--- config.mk ---
export PLATFORM = sky130hd
export DESIGN_NAME = slice_alarm_sched
export DESIGN_NICKNAME = d
export VERILOG_FILES = /design/src/rtl/slice_alarm_sched.sv
export SDC_FILE = /design/constraint.sdc
export NUM_CORES = 1
export LEC_CHECK = 0
export ABC_AREA = 1
export CAP_MARGIN = 20
export CORE_MARGIN = 8
export CORE_UTILIZATION = 64
export CTS_CLUSTER_DIAMETER = 50
export DETAILED_ROUTE_END_ITERATION = 10
export PLACE_DENSITY = 0.89
export SKIP_LAST_GASP = 1
export SLEW_MARGIN = 20
export SYNTH_ARGS = -nofsm -noshare
export SYNTH_HDL_FRONTEND = slang
export SYNTH_SLANG_ARGS = --single-unit
--- constraint.sdc ---
create_clock -name clock -period 4.05 [get_ports clock]
set_input_delay 0.6075 -clock clock [delete_from_list [all_inputs] [get_ports clock]]
set_output_delay 0.6075 -clock clock [all_outputs]
set_load 0.005 [all_outputs]
--- src/rtl/slice_alarm_sched.sv ---
// Round-robin time-slice scheduler for 4 process slots, each with a CPU budget and an elapsed-time alarm.
// Completions are queued in PEND and reported one per cycle, lowest slot id first.
module slice_alarm_sched #(
   parameter int MSB     = 3,
   parameter int QUANTUM = 2
) (
   input  logic           clock,
   input  logic           reset_n,
   input  logic           start_valid,
   input  logic [1:0]     start_id,
   input  logic [MSB:0]   start_cpu,
   input  logic [MSB:0]   start_timeout,
   output logic           start_ready,
   input  logic           scheduled,
   output logic           grant_valid,
   output logic [1:0]     grant_id,
   output logic           done_valid,
   output logic [1:0]     done_id,
   output logic           done_timeout,
   output logic [MSB:0]   done_cpu,
   output logic [3:0]     busy
);

   typedef enum logic [1:0] {IDLE, ACTIVE, PEND} slotState_t;

   localparam logic [MSB:0] ONE   = (MSB+1)'(1);
   localparam logic [MSB:0] QUANT = (MSB+1)'(QUANTUM);

   slotState_t   slotState [4];
   logic [MSB:0] cpuLeft   [4];
   logic [MSB:0] alarmLeft [4];
   logic [MSB:0] used      [4];
   logic [3:0]   timedOut;
   logic [MSB:0] quantCnt;

   logic         charge;
   logic [3:0]   exhaust, expire, retire, eligible;
   logic [MSB:0] quantNext;
   logic         reselect;
   logic         nextFound;
   logic [1:0]   nextId;
   logic [1:0]   probeId;
   logic         emitFound;
   logic [1:0]   emitId;

   assign start_ready = (slotState[start_id] == IDLE);

   always_comb begin
      busy = '0;
      for (int i = 0; i < 4; i++) busy[i] = (slotState[i] != IDLE);
   end

   always_comb begin
      charge    = grant_valid && scheduled;
      exhaust   = '0;
      expire    = '0;
      retire    = '0;
      eligible  = '0;
      for (int i = 0; i < 4; i++) begin
         exhaust[i]  = charge && (grant_id == 2'(i)) && (cpuLeft[i] == ONE);
         expire[i]   = (slotState[i] == ACTIVE) && (alarmLeft[i] == ONE);
         retire[i]   = exhaust[i] || expire[i];
         // Slots started at this edge are still IDLE here, so they wait one edge before arbitration.
         eligible[i] = (slotState[i] == ACTIVE) && !retire[i];
      end

      quantNext = (charge && quantCnt < QUANT) ? quantCnt + ONE : quantCnt;
      reselect  = !grant_valid || retire[grant_id] || (quantNext == QUANT);

      nextFound = 1'b0;
      nextId    = grant_id;
      probeId   = grant_id;
      for (int k = 1; k <= 4; k++) begin
         probeId = grant_id + 2'(k);
         if (!nextFound && eligible[probeId]) begin
            nextFound = 1'b1;
            nextId    = probeId;
         end
      end

      // The slot whose pulse is on the wire this cycle leaves PEND at this edge.
      emitFound = 1'b0;
      emitId    = 2'd0;
      for (int i = 3; i >= 0; i--) begin
         if (slotState[i] == PEND && !(done_valid && done_id == 2'(i))) begin
            emitFound = 1'b1;
            emitId    = 2'(i);
         end
      end
   end

   always_ff @(posedge clock) begin
      if (!reset_n) begin
         for (int i = 0; i < 4; i++) begin
            slotState[i] <= IDLE;
            cpuLeft[i]   <= '0;
            alarmLeft[i] <= '0;
            used[i]      <= '0;
         end
         timedOut     <= '0;
         quantCnt     <= '0;
         grant_valid  <= 1'b0;
         grant_id     <= 2'd0;
         done_valid   <= 1'b0;
         done_id      <= 2'd0;
         done_timeout <= 1'b0;
         done_cpu     <= '0;
      end else begin
         for (int i = 0; i < 4; i++) begin
            case (slotState[i])
               IDLE: begin
                  if (start_valid && start_id == 2'(i)) begin
                     cpuLeft[i]   <= start_cpu;
                     alarmLeft[i] <= start_timeout;
                     used[i]      <= '0;
                     timedOut[i]  <= 1'b0;
                     slotState[i] <= (start_cpu == '0) ? PEND : ACTIVE;
                  end
               end
               ACTIVE: begin
                  if (charge && grant_id == 2'(i) && cpuLeft[i] != '0) begin
                     cpuLeft[i] <= cpuLeft[i] - ONE;
                     used[i]    <= used[i] + ONE;
                  end
                  if (alarmLeft[i] != '0) alarmLeft[i] <= alarmLeft[i] - ONE;
                  if (retire[i]) begin
                     slotState[i] <= PEND;
                     timedOut[i]  <= !exhaust[i];
                  end
               end
               PEND: begin
                  if (done_valid && done_id == 2'(i)) slotState[i] <= IDLE;
               end
               default: slotState[i] <= IDLE;
            endcase
         end

         if (reselect) begin
            grant_valid <= nextFound;
            if (nextFound) grant_id <= nextId;
            quantCnt <= '0;
         end else begin
            quantCnt <= quantNext;
         end

         done_valid <= emitFound;
         if (emitFound) begin
            done_id      <= emitId;
            done_timeout <= timedOut[emitId];
            done_cpu     <= used[emitId];
         end
      end
   end

endmodule

==> impl_metrics.py, run 1 <==
metrics = {
    "logic_synthesis": {
        "ys_top_cells_by_area": "edfxtp_1, dfxtp_1, nand3_1",
        "netlist.area_leader.share": 0.370,
        "syn_avg_cell_area_um2": 8.33,
        "synth_simple_gate_area_frac": 0.265,
        "synth_mux_area_frac": 0,
        "ys_ff_latch": 75,
        "ys_seq_area_frac": 0.453,
        "yosys_warnings": 0,
        "ys_types": 34,
        "syn_inst": 546,
        "synth_top_family_by_area": "simple AND/OR/NAND/NOR gates",
        "synth_fp_nets": 585,
        "synth_xor_xnor_area_share": 0.0443,
        "synth_compound_area_frac": 0.0864,
        "yosys.area.top_type": "edfxtp_1",
        "netlist_area_mm2": 0.00455,
        "synthAdderAreaFrac": 0.0688,
    },
    "cells_and_area": {
        "drive_gt1_frac": 0.0731,
        "nNetsFinal": 622,
        "stdcell_count": 684,
        "final_cell_mix": "inv_1, nand2_1, nand3_1, nor2_1, edfxtp_1",
        "layout_commonest_cell": "inv_1",
        "area_growth_pct": 12.7,
        "antenna_cells": 0,
        "final_area_mm2": 0.00513,
    },
    "drt": {
        "vias": 4012,
        "wl_per_cell_um": 15.9,
        "postRouteAntennaNets": 0,
        "drt_first_pass_iters": 5,
        "first_iter_violations": 297,
        "avgViaCountPerCell": 5.87,
        "drc_errors": 0,
        "wirelength_mm": 10.9,
    },
    "clock_tree": {
        "cts_tree": "built",
        "ctsResizeCount": 0,
        "clk_path_buf_depth": 2,
        "cts_buffers": 9,
        "clk_latency_ns": 0.37,
        "cts_setup_buffers": 0,
        "clock-sinks": 75,
        "cts_root_buffer": "clkbuf_8",
        "clk_pin_slew_worst_paths_ns": 0.08,
        "cts.htree.levels": 3,
        "cts_hold_buffers": 0,
    },
    "critical_path": {
        "critPathLaunchType": "primary input",
        "rr_endpoint": "grant_id[1]$_SDFFE_PN0P_",
        "crit_fanout": 5,
        "startpoint": "start_id[0]",
        "critPathRequiredTime_ns": 3.44,
        "regToRegSetupSlack_ns": 1.70,
        "worstPathArrival_ns": 2.35,
        "r2r_cells": 14,
        "critical_path_class": "in2out",
        "crit_path_end_kind": "output port",
        "r2r_start": "grant_id[0]$_SDFFE_PN0P_",
    },
    "placement": {
        "hpwlAfterDp_mm": 8.15,
        "dpl_cell_area_mm2": 0.00495,
        "post-place-ws_ns": 1.13,
        "port_buffers": 29,
        "dp_cells": 668,
        "gp_congestion": 0.970,
    },
    "sta": {
        "fin_crit_sh": 0.731,
        "hold_viol": 0,
        "finClkSkew_ns": 0.00720,
        "fin_ws_ns": 1.09,
        "rsz0062_at_grt": "false",
        "slew_violations": 0,
        "setup_viol": 0,
        "fmax_ghz": 0.338,
        "setup_tns_ns": 0,
        "slew_headroom": 0.582,
        "fin_crit_ns": 2.96,
        "tightestPinTransition_ns": 0.625,
    },
    "floorplanning": {
        "rows": 30,
        "boundaryPins": 30,
        "die-area_mm2": 0.0101,
        "coreArea_mm2": 0.00683,
        "die_y_um": 100,
        "initial_core_util": 0.666,
        "die-width_um": 100,
    },
    "pwr": {
        "p_per_area_mw_per_mm2": 407,
        "fin_total_pwr_mw": 2.09,
        "leakage_nw": 2.22,
        "ir_worst_vdd_v": 0.000231,
    },
    "hold_path": {
        "min_path_cells": 2,
        "min_from": "quantCnt[2]$_SDFF_PP0_",
        "min_delay_worst_endpoint": "quantCnt[2]$_SDFF_PP0_",
        "hp-class": "reg2reg",
    },
    "grt": {
        "antenna_found_initial": 0,
        "grt_usage": 0.225,
        "grt_max_degree": 23,
        "grt_pass1_vias": 3835,
        "grt_pass1_wl_mm": 17.9,
        "grt_overflow": 0,
    },
    "flow_run": {
        "drv_cap": 0,
    },
    "run_status": {
        "outcome": "complete, no violations",
    },
}
power by group:
group | switching (mW) | internal [mW]
clock network | 0.298 | 0.238
registers | 0.0638 | 0.893
logic | 0.362 | 0.231
cells in the mapped netlist, drive strengths merged:
| cell | instances |
|---|---|
| a21oi | 12 |
| a2111oi | 1 |
| o22ai | 26 |
| xor2 | 9 |
| nor3 | 7 |
| o211ai | 5 |
| nand2 | 82 |
| buf | 4 |
| a211oi | 3 |
| or2 | 1 |
| nor4 | 1 |
| o21a | 1 |
| dfxtp | 19 |
| edfxtp | 56 |
| clkbuf | 2 |
| nand4 | 16 |
| o21ai | 15 |
| nor2 | 73 |
| xnor2 | 14 |
| nand3b | 5 |
| a22oi | 1 |
| ha | 25 |
| nand3 | 77 |
| inv | 91 |
per-layer routing:
layer	vias up	global-route usage	share of wire	wire length, µm
met1	1867	0.265	0.41	4510
met2	192	0.375	0.48	5230
met4	0	0.120	0.026	281
met3	26	0.0484	0.080	867
li1	1927	-	-	-
met5	-	0	0	0
worst max path at each step:
stage	to	slack (ns)	cells past startpoint
finish	start_ready	1.09	5
global route	start_ready	1.06	5
CTS	start_ready	1.13	5
detailed placement	start_ready	1.13	5
global placement	start_ready	1.22	5
floorplan	grant_id[1]$_SDFFE_PN0P_	2.17	15
metrics by stage:
step	hold WS (ns)	util
finish	0.488	0.750
global route	0.539	0.750
CTS	0.492	0.750
detailed placement	0.481	0.724
global placement	0.467	0.724
floorplan	0.458	-
cells by family (layout without fill, tap and decap cells):
| family | after synthesis | count (layout) |
|---|---|---|
| buf+inv | 97 | 139 |
| xor+xnor | 23 | 23 |
| fa+ha+maj | 25 | 25 |
| flops | 75 | 75 |
| compound gates | 64 | 64 |
| simple gates | 262 | 262 |
final cells by class:
class / count / area (µm²)
clock inverter: 6 / 40.0
timing repair buffer: 32 / 313
fill: 516 / 1710
inverter: 91 / 342
multi-input combinational: 374 / 2110
clock buffer: 10 / 138
sequential: 75 / 2060
tap: 96 / 120
worst max-delay path, stage by stage:
cell             delay, ns
clkdlybuf4s50_1       0.50
inv_1                 0.15
nor2_1                0.07
a2111oi_0             0.44
clkdlybuf4s50_1       0.59
sequential cells by signal (all words and copies together), names as in the netlist, 2 cells and up:
register and flops:
slotState 8, quantCnt 4, used 16, cpuLeft 16, done_cpu 4, alarmLeft 16, timedOut 4, done_id 2
grant_id 2
Note: power is estimated with default switching activity, not from simulation.
==> run 2, diff against run 1 <==
--- a/config.mk
+++ b/config.mk
@@ -8,10 +8,10 @@
 export ABC_AREA = 1
 export CAP_MARGIN = 20
 export CORE_MARGIN = 8
-export CORE_UTILIZATION = 64
+export CORE_UTILIZATION = 54
 export CTS_CLUSTER_DIAMETER = 50
 export DETAILED_ROUTE_END_ITERATION = 10
-export PLACE_DENSITY = 0.89
+export PLACE_DENSITY = 0.81
 export SKIP_LAST_GASP = 1
 export SLEW_MARGIN = 20
 export SYNTH_ARGS = -nofsm -noshare
==> constraint.sdc (replaced) <==
create_clock -name clock -period 2.4 [get_ports clock]
set_input_delay 0.36 -clock clock [delete_from_list [all_inputs] [get_ports clock]]
set_output_delay 0.36 -clock clock [all_outputs]
set_load 0.005 [all_outputs]
==> run 2 against run 1 <==
Combinational power up 84%. Die area up 15%. Flip-flop and latch count unchanged. Utilization down 9.5 points. Clock-buffer cell count up 2. Clock power up 120%. Highest routed layer unchanged.
==> impl_metrics.py, run 2 (same netlist as run 1, synthesis figures left out) <==
metrics = {
    "run_status": {
        "outcome": "complete, no violations",
    },
    "pwr": {
        "pwr-share-seq": 0.410,
        "p_per_area_mw_per_mm2": 723,
        "ir_worst_vdd_v": 0.000369,
        "clkPwrFrac": 0.310,
        "internal-power_mw": 2.65,
        "leakage_nw": 2.35,
        "comb_power_share": 0.280,
        "switchingPower_mw": 1.22,
        "switching_share": 0.315,
    },
    "critical_path": {
        "worst_path_largest_cell_delay_ns": 0.32,
        "critPathLaunchType": "register",
        "critical_path_class": "reg2reg",
        "r2r_cells": 13,
        "worstPathArrival_ns": 2.41,
        "crit_chain": "inv_1 -> ha_1 -> inv_1 -> nor2_1 -> nand2_1 -> nand4_1 -> nand3_1 -> nand2_1 -> nand3_2 -> nand2_1 -> a21oi_1 -> nand2_1 -> inv_1",
        "cp_common_cell": "nand2_1",
        "critPathSlowestCell": "dfxtp_1",
        "crit_path_end_kind": "register",
        "crit_fanout": 8,
        "critPathRequiredTime_ns": 2.66,
    },
    "flow_run": {
        "drv_cap": 0,
    },
    "cells_and_area": {
        "final_core_util": 0.655,
        "final_area_mm2": 0.00536,
        "final_cell_mix": "inv_1, nand2_1, nand3_1, nor2_1, edfxtp_1",
        "reg_top3": "alarmLeft x16, cpuLeft x16, used x16",
        "stdcell_count": 710,
        "drive_gt1_frac": 0.107,
        "antenna_cells": 0,
        "layout_commonest_cell": "inv_1",
        "area_growth_pct": 17.8,
        "nNetsFinal": 639,
    },
    "floorplanning": {
        "boundaryPins": 30,
        "die_y_um": 108,
        "die-width_um": 108,
        "rows": 33,
        "die-area_mm2": 0.0116,
        "initial_core_util": 0.556,
        "coreArea_mm2": 0.00818,
    },
    "drt": {
        "wl_per_cell_um": 15.5,
        "top_layer_used": "met4",
        "postRouteAntennaNets": 0,
        "first_iter_violations": 326,
        "wirelength_mm": 11.0,
        "met2_wirelength_mm": 5.27,
        "vias": 4038,
        "drt_first_pass_iters": 7,
        "avgViaCountPerCell": 5.69,
        "met1_length_mm": 4.67,
        "drc_errors": 0,
        "wl_met3_um": 840,
    },
    "clock_tree": {
        "clock-sinks": 75,
        "clk_pin_slew_worst_paths_ns": 0.08,
        "clk_path_buf_depth": 2,
        "cts.htree.levels": 3,
        "clk_latency_ns": 0.36,
        "cts_buffers": 9,
        "cts_tree": "built",
        "cts_root_buffer": "clkbuf_8",
    },
    "placement": {
        "port_buffers": 29,
        "dpl_cell_area_mm2": 0.00506,
        "gp_congestion": 0.952,
        "hpwlAfterDp_mm": 8.33,
        "dp_cells": 690,
    },
    "sta": {
        "hold_viol": 0,
        "fin_crit_ns": 2.15,
        "setup_tns_ns": 0,
        "tightestPinTransition_ns": 0.489,
        "finClkSkew_ns": 0.0108,
        "rsz0062_at_grt": "false",
        "fin_crit_sh": 0.896,
        "slew_headroom": 0.673,
        "slew_violations": 0,
        "fmax_ghz": 0.465,
        "setup_viol": 0,
        "hold_ws_ns": 0.510,
    },
    "grt": {
        "grt_pass1_wl_mm": 18.5,
        "antenna_found_initial": 0,
        "grt_pass1_vias": 3925,
        "grt_overflow": 0,
        "grt_max_degree": 22,
        "grt_usage": 0.198,
    },
    "hold_path": {
        "min_path_cells": 2,
        "hp-class": "reg2reg",
    },
}
## run 2: cell types whose count changed in the layout (fill, tap and decap cells not counted), sizes merged
cell	delta
dlymetal6s2s	+2
inv	-1
clkdlybuf4s50	-3
dlygate4sd2	+1
clkbuf	+2
bufinv	+3
buf	+17
clkinv	-2
clkinvlp	-2
## run 2: cell type report
class	count	area [µm²]
clock buffers	12	145
clock inverters	4	97.6
fillers	663	2820
inverters	91	342
multi-input cells	374	2140
flip-flops and latches	75	2060
well taps	105	131
repair buffers	49	444
## run 2: what timing repair did
action / 4_1_cts / 5_1_grt
setup endpoints to repair: 1 / 1
hold buffers: 0 / 0
gates resized for setup: 9 / 3
pin swaps: 1 / 3
buffers inserted: 1 / 3
## run 2: worst max-delay path: cells and delay by family (launching register included)
kind	cells	cell delay, ns
and+or+nand+nor	8	1.14
DFF	1	0.32
buffers and inverters	3	0.30
adders and majority gates	1	0.20
AOI/OAI and AO/OA	1	0.08
## run 2: worst paths after layout
| kind | start | endpoint | slack [ns] |
|---|---|---|---|
| worst max-delay path | grant_id[0]$_SDFFE_PN0P_ | grant_id[1]$_SDFFE_PN0P_ | 0.25 |
| worst min register to register | quantCnt[2]$_SDFF_PP0_ | quantCnt[2]$_SDFF_PP0_ | 0.51 |
| worst min-delay path | quantCnt[2]$_SDFF_PP0_ | quantCnt[2]$_SDFF_PP0_ | 0.51 |
| worst max register to register | grant_id[0]$_SDFFE_PN0P_ | grant_id[1]$_SDFFE_PN0P_ | 0.25 |
## run 2: power groups by stage
| stage | registers (mW) | logic (mW) | clock network [mW] |
|---|---|---|---|
| 6_report | 1.59 | 1.09 | 1.20 |
| 5_1_grt | 1.60 | 1.22 | 1.25 |
| 4_1_cts | 1.59 | 1.06 | 1.20 |
| 3_5_place_dp | 1.61 | 1.05 | 0 |
| 3_3_place_gp | 1.61 | 0.998 | 0 |
| 2_1_floorplan | 1.61 | 0.707 | 0 |
## run 2: through the flow
| stage | worst slack [ns] | power, mW |
|---|---|---|
| 6_report | 0.250 | 3.87 |
| 5_1_grt | 0.0397 | 4.07 |
| 3_3_place_gp | -0.138 | 2.61 |
| 3_5_place_dp | -0.0840 | 2.66 |
| 4_1_cts | 0.00185 | 3.85 |
| 2_1_floorplan | 0.519 | 2.32 |
## run 2: metal layers
metal / up-vias / GRT usage
met5: - / 0
met4: 0 / 0.0892
li1: 1954 / -
met1: 1869 / 0.251
met2: 191 / 0.329
met3: 24 / 0.0263
==> RTL edit 1, RTL diff (config.mk and constraints of run 2) <==
Register the output `done_timeout` once more, cleared by the reset; this adds one clock of latency there. The other outputs are not delayed to match.
--- a/src/rtl/slice_alarm_sched.sv
+++ b/src/rtl/slice_alarm_sched.sv
@@ -26,4 +26,6 @@
    localparam logic [MSB:0] ONE   = (MSB+1)'(1);
    localparam logic [MSB:0] QUANT = (MSB+1)'(QUANTUM);
+
+   logic done_timeout_s0;
 
    slotState_t   slotState [4];
@@ -104,5 +106,5 @@
          done_valid   <= 1'b0;
          done_id      <= 2'd0;
-         done_timeout <= 1'b0;
+         done_timeout_s0 <= 1'b0;
          done_cpu     <= '0;
       end else begin
@@ -147,5 +149,5 @@
          if (emitFound) begin
             done_id      <= emitId;
-            done_timeout <= timedOut[emitId];
+            done_timeout_s0 <= timedOut[emitId];
             done_cpu     <= used[emitId];
          end
@@ -153,4 +155,12 @@
    end
 
+   always_ff @(posedge clock) begin
+      if (!reset_n) begin
+         done_timeout <= '0;
+      end else begin
+         done_timeout <= done_timeout_s0;
+      end
+   end
+
 endmodule
 
Function: changed (Yosys sat finds a counterexample within 4 cycles, from zero or initial values and one cycle with reset_n low).
==> RTL edit 1 against run 2 <==
Total power down 7.5%. Worst setup slack better by 0.15 ns. Cell area down 1.3%. Via count down 2.8%. Sequential cell count up 1. Wire length down 1.4%. Area after synthesis up 2.0%. Worst hold slack worse by 0.077 ns.
==> RTL edit 1: results (changes against run 2) <==
Status: complete, no violations (unchanged)
Hold Path Class: reg2reg (unchanged)
GRT Total Usage: 19.36% (was 19.84%)
Maximum vdd ir drop: 361.3 uV (was 368.6 uV)
Worst slack at placement: -0.01704 ns (was -0.08402 ns)
Worst Skew: 0.01520 ns (was 0.01077 ns)
Fin Hold WS: 0.4324 ns (was 0.5096 ns)
Fin crit share: 83.52% (was 89.59%)
Worst r2r path cells: 14 (was 13)
Reg-to-reg slack, setup: 0.40 ns (was 0.25 ns)
Switching share of power: 33.64% (was 31.53%)
Worst path max stage delay: 0.34 ns (was 0.32 ns)
Largest net degree at the start of global routing: 23 (was 22)
Final wirelength: 10.86 mm (was 11.01 mm)
Worst-margin pin slew: 0.4908 ns (was 0.4886 ns)
Pre-antenna DRT Iters: 5 (was 7)
Area post-placement: 5104 um^2 (was 5057 um^2)
DRT iter0 DRCs: 272 (was 326)
Worst Path Arrival: 2.25 ns (was 2.41 ns)
Post-synth ARST share: 0% (unchanged)
# resized after CTS: 2 (was 9)
Routed WL per cell: 15.53 um (was 15.50 um)
Routability cong.: 0.9082 (was 0.9524)
Worst Hold Endpoint: done_timeout$_SDFF_PN0_ (was quantCnt[2]$_SDFF_PP0_)
Synthesized net count: 581 (was 585)
Worst hold start: done_timeout_s0$_SDFFE_PN0P_ (was quantCnt[2]$_SDFF_PP0_)
DR vias/cell: 5.612 (was 5.687)
Top cells by count, synth: 91 x inv_1, 70 x nand2_1, 56 x edfxtp_1 (was 82 x inv_1, 77 x nand2_1, 74 x nand3_1)
Area growth, synth to finish: 14.05% (was 17.83%)
R2r startpoint: grant_id[0]$_SDFFE_PN0P_ (unchanged)
Largest cells by area after synthesis: edfxtp_1 36%, dfxtp_1 8.6%, inv_1 7.4% (was edfxtp_1 37%, dfxtp_1 8.4%, nand3_1 8.1%)
Number of global-route vias before repair: 3,879 (was 3,925)
Cells after DPL: 682 (was 690)
Total of fill cells in the finished design: 724 (was 663)
Wire length of the first global-routing pass: 18.08 mm (was 18.52 mm)
Mapped Cells: 542 (was 546)
LEAKAGE: 2.282 nW (was 2.354 nW)
[RTL edit 1: cell types whose count changed after synthesis, sizes merged, moves of 3 or more]
cell    before  now
a21oi       12   25
nand2       82   77
nand3       77   60
nand3b       5    0
nand4       16   13
nor2        73   63
o21ai       15   23
[RTL edit 1: kinds of logic after synthesis]
logic type      Yosys count  synth area share (%)
buf+inv                 102                 8.605
xor+xnor                 23                 4.343
compound gates           91                 11.55
simple gates            225                 23.87
fa+ha+maj                25                 6.744
flops                    76                 44.89
[RTL edit 1: area by class of cell]
type / count / area, um^2 / share of cell area, %
repair buffers: 42 / 390.4 / 7.379
clock inverters: 2 / 10.01 / 0.1892
flip-flops and latches: 76 / 2082 / 39.36
well taps: 108 / 135.1 / 2.554
inverters: 93 / 349.1 / 6.599
multi-input cells: 364 / 2161 / 40.85
clock buffers: 14 / 162.7 / 3.075
[RTL edit 1: metal layers]
metal / global-route usage [%] / wire, um
met1: 24.29 / 4675
met2: 31.69 / 5209
met3: 4.314 / 709
met4: 7.918 / 261
met5: 0 / 0
==> RTL edit 2, RTL diff (config.mk and constraints of run 2) <==
Without the edit above. `MSB`: 3 -> 6.
--- a/src/rtl/slice_alarm_sched.sv
+++ b/src/rtl/slice_alarm_sched.sv
@@ -2,5 +2,5 @@
 // Completions are queued in PEND and reported one per cycle, lowest slot id first.
 module slice_alarm_sched #(
-   parameter int MSB     = 3,
+   parameter int MSB     = 6,
    parameter int QUANTUM = 2
 ) (
Ports: changed (resized done_cpu, start_cpu and start_timeout); port bits go from 30 to 39. No check against the original RTL was run, so the function may have changed too.
==> RTL edit 2 against run 2 <==
Synthesized cell count increased by 63%. Cell area increased by 61%. Total power increased by 64%. Worst setup slack improved by 0.031 ns. Area after synthesis increased by 60%. Non-clock buffer count increased by 16. Wire length increased by 58%. Sequential cell count increased by 42.
==> RTL edit 2: results (changes against run 2) <==
Wire length of the first global-routing pass: 28.52 mm (was 18.52 mm)
Mapped Cells: 889 (was 546)
Status: complete, no violations (unchanged)
Met2 Resource Use GR: 31.39% (was 32.94%)
Worst Skew: 0.007843 ns (was 0.01077 ns)
Yosys cell types: 43 (was 34)
Post-synth EDFFs: 92 (was 56)
# resized after CTS: 6 (was 9)
Top cells by count, synth: 162 x inv_1, 132 x nand2_1, 92 x edfxtp_1 (was 82 x inv_1, 77 x nand2_1, 74 x nand3_1)
Worst slack at placement: 0.06641 ns (was -0.08402 ns)
Area growth, synth to finish: 18.16% (was 17.83%)
Worst path max stage delay: 0.48 ns (was 0.32 ns)
Inserted Clock Buffers: 17 (was 9)
Largest net degree at the start of global routing: 33 (was 22)
M1 WL: 7.583 mm (was 4.665 mm)
Met1 GRT Util: 25.35% (was 25.11%)
Wire length on met3: 1.560 mm (was 840 um)
Setup crit start: grant_id[1]$_SDFFE_PN0P_ (was grant_id[0]$_SDFFE_PN0P_)
H-tree depth: 4 (was 3)
Worst r2r path cells: 14 (was 13)
Routed WL per cell: 15.22 um (was 15.50 um)
# clock sinks: 117 (was 75)
M3 GR Usage: 6.555% (was 2.635%)
Clock latency on the worst-skew pair: 0.43 ns (was 0.36 ns)
Fin Hold WS: 0.4566 ns (was 0.5096 ns)
R2r startpoint: grant_id[1]$_SDFFE_PN0P_ (was grant_id[0]$_SDFFE_PN0P_)
Worst Hold Endpoint: quantCnt[4]$_SDFF_PP0_ (was quantCnt[2]$_SDFF_PP0_)
Port Buf Inserts: 38 (was 29)
Largest regs: alarmLeft x28, cpuLeft x28, used x28 (was alarmLeft x16, cpuLeft x16, used x16)
Met2 WL: 7.876 mm (was 5.268 mm)
Synthesized net count: 942 (was 585)
Number of global-route vias before repair: 5,945 (was 3,925)
Max Freq: 472.0 MHz (was 465.1 MHz)
Via count: 6,315 (was 4,038)
Final wirelength: 17.42 mm (was 11.01 mm)
Cells after DPL: 1,111 (was 690)
DRT iter0 DRCs: 814 (was 326)
RTL edit 2: cell count changes after synthesis, moves of 16 or more:
cell,change
inv_1,+80
nand2_1,+55
o21ai_0,+48
a21oi_1,+43
edfxtp_1,+36
nand3_1,-24
nor3_1,+16
RTL edit 2: area by class of cell:
type | instances | share of cell area [%]
clock buffers | 17 | 4.934
well taps | 176 | 2.554
multi-input cells | 585 | 38.33
flip-flops and latches | 117 | 37.85
repair buffers | 65 | 7.038
clock inverters | 15 | 1.901
inverters | 170 | 7.401
RTL edit 2: cells by family after synthesis:
logic type | Yosys count | share of synthesized area, %
AO/OA/AOI/OAI | 166 | 12.47
XOR/XNOR | 30 | 3.601
adder cells (fa/ha/maj) | 33 | 5.658
buffers and inverters | 187 | 10.20
flip-flops | 117 | 44.72
AND/OR/NAND/NOR | 356 | 23.35
RTL edit 2: power by group:
group | switching [W] | internal (W)
Clock | 0.000954 | 0.00161
Sequential | 0.000126 | 0.00235
Combinational | 0.000809 | 0.000502
Total | 0.00189 | 0.00447
